File: src/rtl/audio_pkg.sv
// Shared audio-path definitions: sample widths, I2S framing constants and
// the accumulator-to-DAC scaling helper.
package audio_pkg;

  localparam int I2S_SLOT_BITS  = 32;
  localparam int I2S_FRAME_BITS = 64;
  localparam int DAC_W          = 24;

  typedef logic signed [DAC_W-1:0] dac_sample_t;

  typedef enum logic {
    TX_IDLE,
    TX_RUN
  } tx_state_t;

  // Arithmetic right shift followed by saturation to the DAC range.
  // Callers sign-extend their accumulator to 64 bits before calling.
  function automatic dac_sample_t sat_shift(input logic signed [63:0] acc,
                                            input int unsigned        shift);
    logic signed [63:0] scaled;
    logic signed [63:0] max_val;
    logic signed [63:0] min_val;
    scaled  = acc >>> shift;
    max_val = (64'sd1 <<< (DAC_W - 1)) - 64'sd1;
    min_val = -(64'sd1 <<< (DAC_W - 1));
    if (scaled > max_val) begin
      sat_shift = 24'h7FFFFF;
    end else if (scaled < min_val) begin
      sat_shift = 24'h800000;
    end else begin
      sat_shift = scaled[DAC_W-1:0];
    end
  endfunction

endpackage

File: src/rtl/i2s_clkgen.sv
// I2S bit-clock and word-clock generator. Produces a strobe one cycle ahead
// of each SCLK falling edge so the caller can register data alongside it.
module i2s_clkgen
  import audio_pkg::*;
#(
  parameter int CLK_DIV = 4
) (
  input  logic       clk,
  input  logic       reset,
  input  logic       run,
  output logic       sclk_o,
  output logic       lrclk_o,
  output logic       fall_stb,
  output logic       frame_start,
  output logic [4:0] bit_pos
);

  localparam int DIV_W = (CLK_DIV > 2) ? $clog2(CLK_DIV) : 1;

  logic [DIV_W-1:0] div_cnt;
  logic [5:0]       bit_cnt;
  logic [5:0]       bit_next;
  logic             div_wrap;

  // fall_stb marks the cycle whose closing edge drives SCLK low; bit_pos is
  // the slot position that becomes current on that edge.
  assign div_wrap    = run && (div_cnt == DIV_W'(CLK_DIV - 1));
  assign fall_stb    = div_wrap && sclk_o;
  assign bit_next    = bit_cnt + 6'd1;
  assign frame_start = fall_stb && (bit_cnt == 6'(I2S_FRAME_BITS - 1));
  assign bit_pos     = bit_next[4:0];

  // Divider, SCLK toggle and bit counter; everything parks at zero while idle.
  always_ff @(posedge clk) begin
    if (reset || !run) begin
      div_cnt <= '0;
      bit_cnt <= '0;
      sclk_o  <= 1'b0;
      lrclk_o <= 1'b0;
    end else if (div_wrap) begin
      div_cnt <= '0;
      sclk_o  <= ~sclk_o;
      if (sclk_o) begin
        bit_cnt <= bit_next;
        lrclk_o <= bit_next[5];
      end
    end else begin
      div_cnt <= div_cnt + DIV_W'(1);
    end
  end

endmodule

File: src/rtl/i2s_dac_tx.sv
// DAC-side I2S transmitter: scales and saturates the FIR accumulator, holds
// one sample in reserve and serialises it as mono on both I2S slots.
module i2s_dac_tx
  import audio_pkg::*;
#(
  parameter int CLK_DIV = 4,
  parameter int ACC_W   = 32,
  parameter int SHIFT   = 8,
  parameter int DATA_W  = 24
) (
  input  logic                    clk,
  input  logic                    reset,
  input  logic signed [ACC_W-1:0] sample_i,
  input  logic                    sample_valid,
  output logic                    sclk_o,
  output logic                    lrclk_o,
  output logic                    sdata_o,
  output logic                    overrun,
  output logic                    underrun
);

  tx_state_t         state;
  logic [DATA_W-1:0] conv;
  logic [DATA_W-1:0] pending;
  logic              pending_full;
  logic [DATA_W-1:0] frame_word;
  logic              fall_stb;
  logic              frame_start;
  logic [4:0]        bit_pos;
  logic [4:0]        bit_idx;
  logic              slot_bit;

  assign conv = DATA_W'(sat_shift(64'(sample_i), SHIFT));

  // Position 0 is the I2S one-bit delay; positions past the sample width pad with zeros.
  assign bit_idx  = 5'(DATA_W) - bit_pos;
  assign slot_bit = (bit_pos != 5'd0 && bit_pos <= 5'(DATA_W)) ? frame_word[bit_idx] : 1'b0;

  i2s_clkgen #(
    .CLK_DIV (CLK_DIV)
  ) u_clkgen (
    .clk         (clk),
    .reset       (reset),
    .run         (state == TX_RUN),
    .sclk_o      (sclk_o),
    .lrclk_o     (lrclk_o),
    .fall_stb    (fall_stb),
    .frame_start (frame_start),
    .bit_pos     (bit_pos)
  );

  // Start-up, one-deep buffer, frame hand-over and serial data register.
  always_ff @(posedge clk) begin
    if (reset) begin
      state        <= TX_IDLE;
      pending      <= '0;
      pending_full <= 1'b0;
      frame_word   <= '0;
      sdata_o      <= 1'b0;
      overrun      <= 1'b0;
      underrun     <= 1'b0;
    end else begin
      overrun  <= 1'b0;
      underrun <= 1'b0;
      case (state)
        TX_IDLE: begin
          sdata_o <= 1'b0;
          if (sample_valid) begin
            state      <= TX_RUN;
            frame_word <= conv;
          end
        end
        TX_RUN: begin
          if (frame_start) begin
            if (pending_full) begin
              frame_word <= pending;
            end else begin
              underrun <= 1'b1;
            end
          end
          if (sample_valid) begin
            pending      <= conv;
            pending_full <= 1'b1;
            if (pending_full && !frame_start) begin
              overrun <= 1'b1;
            end
          end else if (frame_start) begin
            pending_full <= 1'b0;
          end
          if (fall_stb) begin
            sdata_o <= slot_bit;
          end
        end
        default: state <= TX_IDLE;
      endcase
    end
  end

endmodule

File: config.mk
export PLATFORM = sky130hd
export DESIGN_NAME = i2s_dac_tx
export DESIGN_NICKNAME = d
export VERILOG_FILES = /design/src/rtl/audio_pkg.sv /design/src/rtl/i2s_clkgen.sv /design/src/rtl/i2s_dac_tx.sv
export SDC_FILE = /design/constraint.sdc
export NUM_CORES = 1
export LEC_CHECK = 0
export ABC_AREA = 0
export CAP_MARGIN = 5
export CORE_UTILIZATION = 52
export CTS_CLUSTER_SIZE = 12
export DETAILED_ROUTE_END_ITERATION = 16
export GPL_ROUTABILITY_DRIVEN = 0
export PLACE_DENSITY = 0.77
export SLEW_MARGIN = 20
export SYNTH_ARGS = -nofsm -noshare
export SYNTH_HDL_FRONTEND = slang
export SYNTH_HIERARCHICAL = 1
export SYNTH_SLANG_ARGS = --single-unit
export TNS_END_PERCENT = 1
File: constraint.sdc
create_clock -name clk -period 2.6 [get_ports clk]
set_input_delay 0.52 -clock clk [delete_from_list [all_inputs] [get_ports clk]]
set_output_delay 0.52 -clock clk [all_outputs]
set_load 0.05 [all_outputs]
==> flow_summary_export.csv <==
group,metric,value,unit
routing,dr.pass1.iters,4,
timing,finalSetupViolCount,0,
placed_design,port_buffers,31,
yosys,yosysTopAreaCell,"dfxtp_1",
global_route,grt_pass1_vias,2057,
timing,rsz0062_at_grt,"no",
pwr,peakVddDrop,0.415,mV
yosys,syn_nets,351,
floorplan,die_h,75.8,microns
floorplan,die-area,5750,sq um
min_path,hold_class,"reg -> reg",
clock_network,clk_pin_slew_worst_paths,0.06,ns
status,run_status,"complete, no violations",
final_layout,design_area,3350,sq um
clock_network,cts_resized,0,
routing,drtAntennaViolNets,0,
yosys,synth-xor-area-share,3.09,%
pwr,power.density,617,nW/um^2
clock_network,clkSinkCount,62,
final_layout,nets,372,
yosys,ys_seq_area_share,43.8,%
clock_network,cts_setup_buffers,0,
clock_network,clockBufferDepth,2,
floorplan,core,5170,sq um
global_route,overflow,0,
floorplan,row_count,26,
final_layout,layout_common_cells,"61 x dfxtp_1, 54 x nand2_1, 31 x nor2_1",
global_route,grt_use_total,21.6,%
clock_network,clk_latency,0.33,ns
global_route,antenna_found_initial,0,
final_layout,area_growth_syn_to_layout,18.0,%
timing,slew_headroom,60.0,%
yosys,synthAdderAreaFrac,1.32,%
placed_design,place_area,3160,sq um
timing,tns,0,ns
clock_network,ctsHtreeMaxLevel,3,
timing,report.final.slew_viol_count,0,
timing,final_hold_viol_count,0,
clock_network,cts_tree,"built",
yosys,netlist_instances,313,
final_layout,regArea,1240,sq um
floorplan,start_util,54.8,%
yosys,ys_types,36,
timing,finalCritPeriodShare,85.9,%
routing,drt_wl_total,5410,microns
routing,drc,0,
worst_setup_path,startpoint_type,"flip-flop",
timing,clock.fmax,0.448,GHz
timing,worst_slew_pin_slew,0.592,ns
yosys,ys_top_cells_by_area,"dfxtp_1 44%, mux2i_1 8.5%, a211oi_1 7.1%, nand2_1 7.1%, mux4_1 5.6%",
pwr,power,2.06,mW
yosys,synth_top_area_share,43.8,%
final_layout,diodes,0,
yosys,ys_ff_latch,62,
yosys,yosys.area_share.simple,17.7,%
timing,min_period,2.23,ns
routing,drt_iter0_drc,83,
final_layout,drive_above_1_share,7.72,%
flow_run,cap_violations,0,
final_layout,post-route-util,64.7,%
worst_setup_path,worstPathMaxFanout,6,
timing,clock_skew,0.00497,ns
worst_setup_path,worstPathArrival,2.45,ns
routing,via_per_inst,5.47,
worst_setup_path,worstPathRequired,2.81,ns
global_route,grt_pass1_wl,9160,microns
yosys,syn_area,2840,sq um
yosys,synthMuxAreaShare,14.8,%
placed_design,place.detailed.hpwl,3450,microns
global_route,grt_start_max_net_pins,49,
pwr,leakage,1.25,nW
final_layout,multiInputGateArea,1450,sq um
yosys,synth_top_family_by_area,"simple AND/OR/NAND/NOR gates",
clock_network,cts_made_buffers,9,
final_layout,layout_commonest_cell,"dfxtp_1",
yosys,yosys_warnings,6,
yosys,avgSynthCellArea,9.06,sq um
worst_setup_path,critPathCaptureType,"flip-flop",
final_layout,final.fill_count,424,
routing,vias,2228,
worst_setup_path,crit_type,"reg -> reg",
floorplan,die_w,75.8,microns
floorplan,top_level_ports,40,
clock_network,cts_hold_buf,0,
routing,drt-wirelength-per-cell,13.3,microns
yosys,synth-compound-area-share,14.1,%
clock_network,cts_root_buf,"clkbuf_8",
## per-stage QoR
| stage | setup WS, ns | hold WS (ns) | cells |
|---|---|---|---|
| 4_1_cts | 0.354 | 0.430 | 407 |
| 3_3_place_gp | 0.400 | 0.415 | 393 |
| 6_report | 0.367 | 0.430 | 407 |
| 2_1_floorplan | 0.326 | 0.404 | 313 |
| 5_1_grt | 0.243 | 0.454 | 407 |
| 3_5_place_dp | 0.380 | 0.418 | 393 |
## cells in the mapped netlist
| cell type | number |
|---|---|
| o21ai_0 | 4 |
| and2_1 | 3 |
| buf_4 | 5 |
| nor4bb_1 | 2 |
| or3_1 | 2 |
| buf_2 | 5 |
| ha_1 | 3 |
| or4_1 | 1 |
| a31oi_1 | 1 |
| clkbuf_1 | 16 |
| nor3_1 | 2 |
| nand2b_1 | 2 |
| nand2_1 | 54 |
| nand3b_1 | 1 |
| a21oi_1 | 28 |
| mux4_1 | 6 |
| xnor2_1 | 7 |
| or3b_2 | 1 |
| nand3_1 | 6 |
| nor2b_1 | 1 |
| mux2i_1 | 24 |
| dfxtp_1 | 62 |
| nor2_1 | 31 |
| a221oi_2 | 1 |
| xor2_1 | 3 |
| nand4_1 | 1 |
| nand3_2 | 1 |
| nor4b_1 | 2 |
| o211ai_1 | 1 |
| a21o_1 | 1 |
| nor3b_1 | 1 |
| buf_6 | 1 |
| a211oi_1 | 27 |
| inv_1 | 4 |
| mux2_2 | 2 |
| and3_1 | 1 |
## registers in the layout, indices dropped and copies added, names as in the netlist
| name | cells |
|---|---|
| pending | 24 |
| u_clkgen/sclk_o | 1 |
| overrun | 1 |
| underrun | 1 |
| sdata_o | 1 |
| u_clkgen/bit_cnt | 5 |
| u_clkgen/lrclk_o | 1 |
| frame_word | 24 |
| state | 1 |
| pending_full | 1 |
| u_clkgen/div_cnt | 2 |
## area by class of cell
cell class | count | area share, %
Timing Repair Buffer | 37 | 10.8
Tap cell | 70 | 2.62
Clock inverter | 1 | 0.898
Clock buffer | 13 | 4.75
Multi-Input combinational cell | 220 | 43.3
Inverter | 4 | 0.449
Sequential cell | 62 | 37.1
## worst paths after layout
check	from	to	slack [ns]	cells after the start
max	u_clkgen/bit_cnt[1]$_SDFFE_PP0P_	sdata_o$_SDFFE_PP0P_	0.37	7
min	u_clkgen/div_cnt[0]$_SDFF_PP0_	u_clkgen/div_cnt[0]$_SDFF_PP0_	0.43	1
max reg2reg	u_clkgen/bit_cnt[1]$_SDFFE_PP0P_	sdata_o$_SDFFE_PP0P_	0.37	7
min reg2reg	u_clkgen/div_cnt[0]$_SDFF_PP0_	u_clkgen/div_cnt[0]$_SDFF_PP0_	0.43	1
## where the power goes
part	switching [mW]	total, mW	internal (mW)
Combinational	0.110	0.221	0.111
Clock	0.337	0.822	0.486
Sequential	0.0221	1.02	0.999
## cell families (layout without fill, tap and decap cells)
family | count (synthesis) | in the layout
flops | 62 | 62
mux | 32 | 32
compound gates | 63 | 63
fa+ha+maj | 3 | 3
xor+xnor | 10 | 10
buf+inv | 31 | 55
simple gates | 112 | 112
## worst max-delay path: stages (launching register included)
cell and delay, ns:
dfxtp_1 0.33, ha_1 0.32, inv_1 0.05, ha_1 0.43
mux4_1 0.34, mux2_2 0.31, a221oi_2 0.27, a211oi_1 0.07
## layer usage
layer	GRT usage (%)	wire length, microns	part of all wire [%]
met1	25.7	2510	46
met2	37.1	2660	49
met3	4.37	155	2.9
met4	10.5	82	1.5
met5	0	0	0
Power figures use the tool's default switching activity.
